===== config.mk =====
export PLATFORM = sky130hd
export DESIGN_NAME = mbisr_register_array
export DESIGN_NICKNAME = d
export VERILOG_FILES = /design/src/rtl/mbisr_register_array.sv
export SDC_FILE = /design/constraint.sdc
export NUM_CORES = 1
export LEC_CHECK = 0
export ABC_AREA = 0
export CORE_AREA = 2 2 128 130
export CTS_BUF_LIST = sky130_fd_sc_hd__clkbuf_8
export CTS_CLUSTER_DIAMETER = 60
export CTS_CLUSTER_SIZE = 28
export DETAILED_ROUTE_END_ITERATION = 10
export DIE_AREA = 0 0 130 132
export PLACE_DENSITY = 0.81
export SLEW_MARGIN = 20
export SYNTH_ARGS = -nofsm -noshare
export SYNTH_HDL_FRONTEND = slang
export SYNTH_SLANG_ARGS = --single-unit

===== constraint.sdc =====
create_clock -name CLK -period 6.65 [get_ports CLK]
set_clock_uncertainty 0.05 [all_clocks]
set_input_delay 1.6625 -clock CLK [delete_from_list [all_inputs] [get_ports CLK]]
set_output_delay 1.6625 -clock CLK [all_outputs]
set_load 0.02 [all_outputs]

===== src/rtl/mbisr_register_array.sv =====
// mbisr_register_array: one segment of the memory-repair register chain.
// Holds WORDS repair words of WIDTH bits in a single serial shift register,
// tracks how many bits have been shifted since the last capture or update,
// and copies the shift register into the shadow Q only when the load was
// complete. Protocol violations set a sticky ERR.
//
// Optional feature: define MBISR_REGISTER_ARRAY_PARITY_EN to add one even
// parity bit above each word in the shift register. A word whose parity is
// wrong blocks the update.
module mbisr_register_array #(
  parameter int WIDTH = 22,
  parameter int WORDS = 4
) (
  input  logic                     CLK,
  input  logic                     RSTB,
  input  logic                     SI,
  output logic                     SO,
  input  logic                     SE,
  input  logic                     CE,
  input  logic                     UPDATE,
  input  logic                     CLR_ERR,
  input  logic [WORDS*WIDTH-1:0]   D,
  input  logic                     MSO,
  input  logic                     MSEL,
  output logic [WORDS*WIDTH-1:0]   Q,
  output logic                     FULL,
  output logic                     ERR
);

`ifdef MBISR_REGISTER_ARRAY_PARITY_EN
  localparam int WW = WIDTH + 1;
`else
  localparam int WW = WIDTH;
`endif
  localparam int DW  = WORDS * WIDTH;
  localparam int LEN = WORDS * WW;
  localparam int CW  = $clog2(LEN + 1);
  localparam logic [CW-1:0] LEN_C = CW'(LEN);

  localparam logic [1:0] S_IDLE  = 2'd0;
  localparam logic [1:0] S_SHIFT = 2'd1;
  localparam logic [1:0] S_PART  = 2'd2;
  localparam logic [1:0] S_FULL  = 2'd3;

  logic [LEN-1:0]   sr, sr_n, cap_vec;
  logic [DW-1:0]    sr_data;
  logic [WORDS-1:0] par_bad;
  logic [CW-1:0]    cnt, cnt_n, cnt_inc;
  logic [1:0]       st, st_n;
  logic             q_load, err_set;

  // Per-word mapping between the data view (D/Q) and the chain layout.
  for (genvar k = 0; k < WORDS; k++) begin : g_word
    assign sr_data[k*WIDTH +: WIDTH] = sr[k*WW +: WIDTH];
`ifdef MBISR_REGISTER_ARRAY_PARITY_EN
    assign cap_vec[k*WW +: WW] = {^D[k*WIDTH +: WIDTH], D[k*WIDTH +: WIDTH]};
    assign par_bad[k]          = ^sr[k*WW +: WW];
`else
    assign cap_vec[k*WW +: WW] = D[k*WIDTH +: WIDTH];
    assign par_bad[k]          = 1'b0;
`endif
  end

  assign cnt_inc = (cnt == LEN_C) ? cnt : cnt + 1'b1;
  assign FULL    = (st == S_FULL);

  // Next-state for chain, counter and FSM; SE beats CE beats UPDATE.
  always_comb begin
    sr_n    = sr;
    cnt_n   = cnt;
    st_n    = st;
    q_load  = 1'b0;
    err_set = 1'b0;
    if (SE) begin
      sr_n  = {SI, sr[LEN-1:1]};
      // A resumed partial load counts afresh: this edge is bit 1.
      cnt_n = (st == S_PART) ? CW'(1) : cnt_inc;
      if (st == S_FULL || cnt_n == LEN_C) st_n = S_FULL;
      else                                 st_n = S_SHIFT;
    end else if (CE) begin
      sr_n  = cap_vec;
      cnt_n = '0;
      st_n  = S_IDLE;
    end else begin
      // Shifting stopped short of a full load.
      if (st == S_SHIFT) st_n = S_PART;
      if (UPDATE) begin
        if (st == S_IDLE || st == S_FULL) begin
          cnt_n = '0;
          st_n  = S_IDLE;
          if (|par_bad) err_set = 1'b1;
          else          q_load  = 1'b1;
        end else begin
          // Incomplete chain content must never reach the memories.
          err_set = 1'b1;
        end
      end
    end
  end

  // Chain, counter, FSM and shadow register.
  always_ff @(posedge CLK or negedge RSTB) begin
    if (!RSTB) begin
      sr  <= '0;
      cnt <= '0;
      st  <= S_IDLE;
      Q   <= '0;
    end else begin
      sr  <= sr_n;
      cnt <= cnt_n;
      st  <= st_n;
      if (q_load) Q <= sr_data;
    end
  end

  // Sticky error; a new error in the same cycle as CLR_ERR wins.
  always_ff @(posedge CLK or negedge RSTB) begin
    if (!RSTB)        ERR <= 1'b0;
    else if (err_set) ERR <= 1'b1;
    else if (CLR_ERR) ERR <= 1'b0;
  end

  // Falling-edge retime of serial out gives downstream half a cycle of hold.
  always_ff @(negedge CLK or negedge RSTB) begin
    if (!RSTB) SO <= 1'b0;
    else       SO <= MSEL ? MSO : sr[0];
  end

endmodule


==> results.cfg, run 1 <==
[outcome]
status = completed

[critical_path]
cp-startpoint = SO
critical_path.slowest_cell = clkdlybuf4s50_1
worst_ep_arrival_time_ns = 4.72
critPathTopFamily = buffers and inverters
crit_path_cell_trace = clkdlybuf4s50_1
path_class = register to primary output
r2r-start = sr[0]
worst_setup_path_start_kind = register
crit_required_ns = 4.94
path_max_fanout = 1
end_kind = primary output
crit_buf_inv = 1
r2r_setup_slack_ns = 2.40
critPathMaxStageDelay_ns = 0.59

[pwr]
p_leak_nw = 4.649
powerDensity_nw_per_um2 = 338.4
vdd_drop_max_v = 0.0002230

[grt]
grt_pass1_wl_um = 29690
grt_pass1_vias = 5886
groute.usage.overall = 0.2185
grt_overflow = 0
antenna_found_initial = 0
grt_max_degree = 102

[yosys]
ys_ff_latch = 187
yosysSeqAreaShare = 0.5875
syn_inst = 652
avgSynthCellArea_um2 = 12.22
syn_area_um2 = 7965
syn_nets = 755
ys_warn_count = 0
yosysUniqueCellTypes = 38

[run]
maxCapViolations = 0

[hold_path]
hold_class = register to register
hp-start = Q[22]

[sta]
tightestPinTransition_ns = 0.9150
drv_slew = 0
hold_viol = 0
setup_violations = 0
rsz0062_at_grt = no
final.setup.tns_ns = 0
slew_headroom = 0.3887

[cts]
cts_root_buf = clkbuf_8
ctsResizeCount = 0
ctsHoldBuffers = 0
h-tree-depth = 4
cts_sinks = 187
cts_buffer_depth = 2
cts_tree = yes
clk_latency_ns = 0.46
postCtsSetupBuffers = 0
numCtsBuffers = 17
clkTransAtPathRegs_ns = 0.09

[drt]
firstDrtPassIters = 4
routedWlPerCell_um = 17.14
drt_iter0_drc = 353
highest-signal-layer = met4
routed-wl-met3_um = 1208
drc_errors = 0
routed_via_density = 5.336
drtAntennaViolNets = 0
wl_um = 18050
wl_met1_um = 7753
dr_wl_met2_um = 8853
num_vias = 5619

[floorplanning]
chipWidth_um = 130
die_h_um = 132
design.core.area_um2 = 15710
rows = 46
start_util = 0.5069
ios = 188
dieArea_um2 = 17160

[final_layout]
fin_nets = 927
n_antenna_cell = 0
area_delta_synth_final_pct = 31.50
final_cells = 1053
drive_gt1_frac = 0.1517

[placed_design]
place.gp.congestion = 0.8504
place_hpwl_um = 11930
port-buffer-count = 187
dp_cells = 1021
## synthesized netlist by cell type
cell	instances	share of area
buf_1	4	0.0019
xnor2_1	1	0.0011
a311oi_1	1	0.0011
nand3b_1	1	0.00094
and2_1	1	0.00079
o31ai_1	3	0.0028
nor4_4	1	0.0027
nand2b_1	6	0.0047
inv_1	7	0.0033
dfrtp_1	186	0.58
a21oi_1	3	0.0019
o21bai_1	1	0.00094
o2bb2ai_1	1	0.0011
nor2_1	5	0.0024
a22oi_1	1	0.00094
o41ai_1	2	0.0022
mux2_1	7	0.0099
ha_1	6	0.0094
nor3_1	2	0.0013
dfrtn_1	1	0.0031
nand2_1	92	0.043
or4_1	2	0.0019
o21ai_0	98	0.062
nand3_1	3	0.0019
clkbuf_1	33	0.016
nand2_2	1	0.00079
mux2i_1	89	0.11
and2_0	1	0.00079
buf_2	3	0.0019
nand4_1	1	0.00079
a31o_2	1	0.0011
xor2_1	1	0.0011
o32ai_1	1	0.0011
mux2_2	82	0.12
nor3b_1	1	0.00094
and3_1	1	0.00079
a22o_1	1	0.0011
nor2b_1	1	0.00079
## layout by cell type, fill, tap and decap left out, types with 2 or more instances in the layout
cell and instances:
clkbuf_8 17, buf_6 2, mux2_1 7, inv_1 7, o41ai_1 2, mux2i_1 89, clkinvlp_4 2, or4_1 2
nand3_1 3, o31ai_1 3, nand2b_1 6, inv_8 2, inv_6 3, o21ai_0 98, buf_4 7, ha_1 6
clkdlybuf4s50_1 184, clkinv_4 2, mux2_2 82, a21oi_1 3, nor2_1 5, dfrtp_1 186, nand2_1 92, bufinv_16 5
## final cells by class
type | instances | area (um2)
Multi-Input combinational cell | 418 | 3110
Clock inverter | 15 | 236.5
Timing Repair Buffer | 193 | 1917
Sequential cell | 187 | 4679
Tap cell | 216 | 270.3
Fill cell | 1163 | 5239
Clock buffer | 17 | 234.0
Inverter | 7 | 26.28
## path summary, 6_finish.rpt
kind	end	depth (start not counted)
worst max-delay path	SO	1
worst min-delay path	Q[22]	1
worst max register to register	SO	1
worst min register to register	Q[22]	1
max in group asynchronous	SO	1
min in group asynchronous	sr[26]	1
## logic make-up after synthesis
group	after synthesis	synth area share
and+or+nand+nor	119	0.06472
adders and majority gates	6	0.009425
xor gates and xnor gates	2	0.002200
DFF	187	0.5875
buffers and inverters	47	0.02262
AOI/OAI and AO/OA	113	0.07587
muxes	178	0.2377
## metrics by stage
stage / setup WS, ns / hold slack, ns / cell area [um2] / total power [mW] / util
finish: 0.2173 / 0.4473 / 10470 / 3.544 / 0.6666
global route: 0.1551 / 0.4690 / 10470 / 3.711 / 0.6666
CTS: 0.1832 / 0.4524 / 10470 / 3.580 / 0.6663
detailed placement: 0.6424 / 0.4300 / 10000 / 2.687 / 0.6364
global placement: 0.6477 / 0.4192 / 10000 / 2.647 / 0.6364
floorplan: 1.140 / 0.4182 / 7965 / 2.100 / -
## metal layers
layer	vias up	GRT usage
met2	159	0.3537
met3	21	0.07021
li1	2631	-
met5	-	0
met4	0	0.05914
met1	2808	0.2844
## flip-flops by register name, summed over array words and instances, names as in the netlist
register  count
sr           88
Q            88
st            2
cnt           7
ERR           1
SO            1
## where the power goes
part           total (mW)  switching, mW  internal [mW]
combinational        1.08          0.506          0.577
sequential           1.58          0.177           1.40
clock               0.883          0.427          0.456
No activity file was read; power rests on OpenSTA's default activity.
==> run 2, diff against run 1 <==
--- a/config.mk
+++ b/config.mk
@@ -6,6 +6,7 @@
 export NUM_CORES = 1
 export LEC_CHECK = 0
 export ABC_AREA = 0
+export ABC_CLOCK_PERIOD_IN_PS = 6650
 export CORE_AREA = 2 2 128 130
 export CTS_BUF_LIST = sky130_fd_sc_hd__clkbuf_8
 export CTS_CLUSTER_DIAMETER = 60
==> results of run 2 <==
No change in the layout: final DEF, timing and power equal those of run 1.
